`src/rtl/fifo_packer_pkg.sv`:
```
// rtl/fifo_packer_pkg.sv - shared constants and elaboration helpers for fifo_word_packer
package fifo_packer_pkg;

    localparam int TIMER_W = 8;

    function automatic int lane_bits(input int ratio);
        case (ratio)
            2:       return 1;
            4:       return 2;
            8:       return 3;
            default: return 1;
        endcase
    endfunction

    function automatic bit ratio_legal(input int ratio);
        return (ratio == 2) || (ratio == 4) || (ratio == 8);
    endfunction

endpackage

```
`src/rtl/packer_out_reg.sv`:
```
// rtl/packer_out_reg.sv - output beat holding register with valid/ready hold logic
module packer_out_reg
    import fifo_packer_pkg::*;
#(
    parameter int W     = 8,
    parameter int RATIO = 4
) (
    input  logic               clk,
    input  logic               reset,
    input  logic               load,
    input  logic [RATIO*W-1:0] load_data,
    input  logic [RATIO-1:0]   load_keep,
    input  logic               m_ready,
    output logic               m_valid,
    output logic [RATIO*W-1:0] m_data,
    output logic [RATIO-1:0]   m_keep,
    output logic               out_free
);

    assign out_free = !m_valid || m_ready;

    // A load always wins over a completing transfer so back-to-back beats need no bubble.
    always_ff @(posedge clk or posedge reset) begin
        if (reset) begin
            m_valid <= 1'b0;
            m_data  <= '0;
            m_keep  <= '0;
        end else if (load) begin
            m_valid <= 1'b1;
            m_data  <= load_data;
            m_keep  <= load_keep;
        end else if (m_ready) begin
            m_valid <= 1'b0;
        end
    end

endmodule

```
`src/rtl/fifo_word_packer.sv`:
```
// rtl/fifo_word_packer.sv - packs RATIO show-ahead FIFO words per beat; partial flush under PACKER_FLUSH_EN
module fifo_word_packer
    import fifo_packer_pkg::*;
#(
    parameter int W       = 8,
    parameter int RATIO   = 4,
    parameter int TIMEOUT = 16
) (
    input  logic               clk,
    input  logic               reset,
    input  logic               fifo_empty,
    input  logic [W-1:0]       fifo_rd_data,
    output logic               fifo_rd_en,
    output logic               m_valid,
    input  logic               m_ready,
    output logic [RATIO*W-1:0] m_data,
    output logic [RATIO-1:0]   m_keep
);

    localparam int             CW   = lane_bits(RATIO);
    localparam logic [CW-1:0]  LAST = CW'(RATIO - 1);

    generate
        if (!ratio_legal(RATIO) || TIMEOUT < 2 || TIMEOUT >= (1 << TIMER_W)) begin : g_bad_cfg
            $error("fifo_word_packer: illegal RATIO or TIMEOUT");
        end
    endgenerate

    logic [CW-1:0]            cnt;
    logic [(RATIO-1)*W-1:0]   acc;
    logic                     out_free;
    logic                     load_full;
    logic                     flush;
    logic                     load;
    logic [RATIO*W-1:0]       load_data;
    logic [RATIO-1:0]         load_keep;

    // Reset gates the pop so a FIFO that is non-empty during reset is never drained.
    assign fifo_rd_en = !reset && !fifo_empty && ((cnt != LAST) || out_free);
    assign load_full  = fifo_rd_en && (cnt == LAST);
    assign load       = load_full || flush;

`ifdef PACKER_FLUSH_EN
    logic [TIMER_W-1:0]       timer;
    logic [(RATIO-1)*W-1:0]   flush_data;
    logic [RATIO-2:0]         flush_keep;

    assign flush = !fifo_rd_en && (cnt != '0) && (timer == TIMER_W'(TIMEOUT)) && out_free;

    // Lanes at or above cnt may hold words of an earlier beat and must be zeroed.
    always_comb begin
        flush_data = '0;
        flush_keep = '0;
        for (int i = 0; i < RATIO - 1; i++) begin
            if (i < int'(cnt)) begin
                flush_data[i*W +: W] = acc[i*W +: W];
                flush_keep[i]        = 1'b1;
            end
        end
    end

    always_comb begin
        load_data = {fifo_rd_data, acc};
        load_keep = '1;
        if (flush) begin
            load_data = {{W{1'b0}}, flush_data};
            load_keep = {1'b0, flush_keep};
        end
    end

    always_ff @(posedge clk or posedge reset) begin
        if (reset) begin
            timer <= '0;
        end else if (fifo_rd_en || (cnt == '0) || flush) begin
            timer <= '0;
        end else if (timer != TIMER_W'(TIMEOUT)) begin
            timer <= timer + 1'b1;
        end
    end
`else
    assign flush     = 1'b0;
    assign load_data = {fifo_rd_data, acc};
    assign load_keep = '1;
`endif

    always_ff @(posedge clk or posedge reset) begin
        if (reset) begin
            cnt <= '0;
            acc <= '0;
        end else if (fifo_rd_en) begin
            if (cnt == LAST) begin
                cnt <= '0;
            end else begin
                acc[int'(cnt)*W +: W] <= fifo_rd_data;
                cnt                   <= cnt + 1'b1;
            end
        end else if (flush) begin
            cnt <= '0;
        end
    end

    packer_out_reg #(
        .W     (W),
        .RATIO (RATIO)
    ) u_out_reg (
        .clk       (clk),
        .reset     (reset),
        .load      (load),
        .load_data (load_data),
        .load_keep (load_keep),
        .m_ready   (m_ready),
        .m_valid   (m_valid),
        .m_data    (m_data),
        .m_keep    (m_keep),
        .out_free  (out_free)
    );

endmodule

```
`config.mk`:
```
export PLATFORM = sky130hd
export DESIGN_NAME = fifo_word_packer
export DESIGN_NICKNAME = d
export VERILOG_FILES = /design/src/rtl/fifo_packer_pkg.sv /design/src/rtl/packer_out_reg.sv /design/src/rtl/fifo_word_packer.sv
export SDC_FILE = /design/constraint.sdc
export NUM_CORES = 1
export LEC_CHECK = 0
export BUFFER_PORTS_ARGS = -buffer_cell sky130_fd_sc_hd__buf_2
export CAP_MARGIN = 15
export CORE_MARGIN = 10
export CORE_UTILIZATION = 48
export DETAILED_ROUTE_END_ITERATION = 6
export GPL_TIMING_DRIVEN = 0
export HOLD_SLACK_MARGIN = 0.1
export MAX_ROUTING_LAYER = met4
export PLACE_DENSITY = 0.74
export SLEW_MARGIN = 15
export SYNTH_ARGS = -nofsm -noshare
export SYNTH_HDL_FRONTEND = slang
export SYNTH_SLANG_ARGS = --single-unit
```
`constraint.sdc`:
```
create_clock -name clk -period 1.9 [get_ports clk]
set_clock_uncertainty 0.2 [all_clocks]
set_input_delay 0.095 -clock clk [delete_from_list [all_inputs] [get_ports clk]]
set_output_delay 0.095 -clock clk [all_outputs]
set_load 0.02 [all_outputs]
```
==> run_results.csv <==
group,metric,value,unit
setup_path,critical_path_buf_inv_count,1,
global_route,total_gr_overflow,0,
logic_synthesis,post-synth-top-area-fraction,62.3,%
drt,drtIter0Drc,69,
setup_path,worstPathArrival,2040,ps
timing,period_minus_slack,1970,ps
finish,area_growth_syn_to_layout,33.3,%
min_path,class_of_the_worst_hold_path,"input pin to async pin",
drt,post_drt_wl_per_cell,16.1,µm
power,power.leakage,1.63,nW
logic_synthesis,postSynth.topFlopCell,"dfrtp_1",
die,die_height,90.8,µm
clock_network,clk_latency,330,ps
finish,stdcell_area,3210,µm²
drt,via_count,1682,
logic_synthesis,ys_warn_count,0,
timing,slew-limit-headroom,53.2,%
job,timing.max_cap.violations,0,
die,fp-row-count,25,
power,power.density_cell_area,1620,nW/µm²
setup_path,critPathCaptureType,"flip-flop",
logic_synthesis,synthDominantAreaCellType,"dfrtp_1",
finish,layout.nets,282,
drt,via_count_normalized_by_instance_count,4.99,
logic_synthesis,post_synth_xor_area_fraction,0,%
finish,final_cells,337,
setup_path,cp_slowest_cell,"or4b_4",
drt,drtAntennaViolNets,0,
logic_synthesis,synth_cell_type_count,21,
timing,hold_viol,0,
placement,gp_congestion,0.769,
setup_path,crit_path_leading_delay_family,"simple AND/OR/NAND/NOR gates",
logic_synthesis,synth_top_family_by_area,"multiplexers",
clock_network,cts.root.buffer_cell,"clkbuf_8",
timing,holdWs,270,ps
timing,finalSetupViolations,15,
logic_synthesis,post_synth_instance_area,2410,µm²
logic_synthesis,synth_edf_count,0,
global_route,track_usage,14.4,%
clock_network,clock-sinks,60,
setup_path,worst_path_largest_cell_delay,500,ps
logic_synthesis,post_synthesis_share_of_cell_area_spent_on_and_or_nand_and_nor_gates,9.45,%
timing,worst_pin_slew,702,ps
placement,numPlacedInstances,301,
setup_path,cp_max_fo,5,
finish,final.fill_count,369,
status,run_status,"complete, but fails checks",
logic_synthesis,postSynthAreaPerCell,13.0,µm²
finish,fraction_of_layout_instances_using_a_drive_strength_above_1,48.5,%
die,fp.dieW,90.8,µm
drt,route.detailed.drc,0,
logic_synthesis,yosys.area_share.adder,2.60,%
clock_network,clk_transition_reported_paths,70,ps
setup_path,setup.worst_path.start_class,"flip-flop",
clock_network,htreeDepth,3,
placement,io_buffer_count,49,
setup_path,crit_required,1970,ps
logic_synthesis,yosysMostFrequentCell,"dfrtp_1",
timing,timing.final.ws_setup,-69.3,ps
logic_synthesis,synth-seq-area-share,62.3,%
die,core_area,4790,µm²
die,io_pins,50,
die,fp.dieArea,8250,µm²
timing,rsz0062_at_grt,"true",
setup_path,worstRegToRegCells,5,
clock_network,clock_tree_from_tritoncts,"yes",
logic_synthesis,synth_compound_area_share,6.75,%
setup_path,criticalPathCategory,"flip-flop to flip-flop",
status,violations,"negative setup slack",
finish,finalCoreUtilization,67.1,%
timing,tns,-497,ps
timing,timing.final.crit_share,104,%
logic_synthesis,synthTopCellsByArea,"dfrtp_1, mux2_2, nand2_1, o21ai_0, a22o_1",
global_route,global_route_wire_length_before_repair,9230,µm
setup_path,path_cells,"ha_4 > or4b_4 > nor4_4 > buf_4 > a22o_1",
drt,drt-total-wl,5420,µm
timing,timing_max_transition_violations_final,0,
power,vdd_drop_max,0.000953,V
timing,max_freq,508,MHz
global_route,largest_net_degree_at_the_start_of_global_routing,61,
placement,detailedPlacementHpwl,3600,µm
setup_path,worst-path-stages,5,
die,initial_core_util,50.3,%
clock_network,cts_inserted_buffers,9,
placement,detailed_place.area,2760,µm²
drt,dr.pass1.iters,4,
logic_synthesis,syn-instance-count,185,
logic_synthesis,share_of_flip_flops_with_an_asynchronous_set_or_reset,100,%
clock_network,cts.path.max_buffers,2,
logic_synthesis,synth_fp_nets,202,
global_route,grt_antenna_before_repair,0,
logic_synthesis,postSynthRegisterBits,60,
logic_synthesis,post_synth_most_frequent_cells,"dfrtp_1, mux2_2, nand2_1, o21ai_0, a22o_1",
logic_synthesis,synth.mux.area_fraction,15.4,%
global_route,number_of_global_route_vias_before_repair,1874,
finish,antenna_cells,0,
## kinds of logic after synthesis
family | count (synthesis)
compound gates | 26
buf+inv | 16
fa+ha+maj | 5
simple gates | 45
mux | 33
flops | 60
## layout make-up
type,count,area [µm²],area share (%)
Buffer,8,72.6,2.26
Clock buffer,12,155,4.83
Clock inverter,4,47.5,1.48
Inverter,4,20.0,0.624
Multi-Input combinational cell,109,875,27.2
Sequential cell,60,1500,46.8
Tap cell,67,83.8,2.61
Timing Repair Buffer,73,453,14.1
## path summary, 6_finish.rpt
check	end	from	slack, ps
worst min register to register	acc[9]	acc[9]	280
worst max-delay path	acc[18]	cnt[1]	-70
worst min-delay path	acc[0]	reset	270
max in group asynchronous	cnt[0]	reset	740
min in group clk	acc[9]	acc[9]	280
worst max register to register	acc[18]	cnt[1]	-70
## layout by cell type (no fill, tap or decap), drive strengths merged
master       netlist  routed
clkinv             0       2
a22o               8       8
or4b               3       3
nor4               1       1
dlygate4sd3        0      11
dfrtp             60      60
mux2              33      33
bufinv             0       1
nand3              2       2
inv                4       4
nor2               1       1
and3b              1       1
o21a               1       1
nand2b             3       3
buf                8      68
clkbuf             4      14
o21ai             17      17
nand2             33      33
nor3b              1       1
ha                 5       5
clkinvlp           0       1
## worst register-to-register path: stages, from the launching register on
cell	delay, ps
dfrtp_2	460
ha_4	190
or4b_4	500
nor4_4	240
buf_4	180
a22o_1	130
## state kept, by name, summed over array words and instances, names as in the netlist
signal / flops
u_out_reg.m_data: 32
acc: 24
cnt: 2
u_out_reg.m_valid: 1
u_out_reg.m_keep: 1
## through the flow
stage | power [mW] | setup slack [ps]
CTS | 5.20 | -55.1
global placement | 3.85 | -809
global route | 5.55 | -165
floorplan | 3.30 | -75.8
finish | 5.21 | -69.3
detailed placement | 3.93 | -401
## power breakdown
group | switching, mW | internal (mW)
Sequential | 0.289 | 1.82
Combinational | 1.08 | 0.859
Clock | 0.489 | 0.673
Total | 1.86 | 3.35
## what timing repair did
action,CTS,global route
gates resized for setup,17,2
pin swaps,6,2
hold buffers,11,0
buffers inserted,7,6
endpoints found under the setup margin,52,51
endpoints found under the hold margin,95,0
## layer usage
| metal | up-vias | GRT usage (%) | share of wire (%) |
|---|---|---|---|
| met5 | - | - | 0 |
| met4 | 0 | 6.27 | 2.0 |
| met3 | 13 | 5.24 | 5.5 |
| met2 | 47 | 23.0 | 49 |
| met1 | 824 | 15.7 | 43 |
| li1 | 798 | - | - |
No activity file was read; power rests on OpenSTA's default activity.
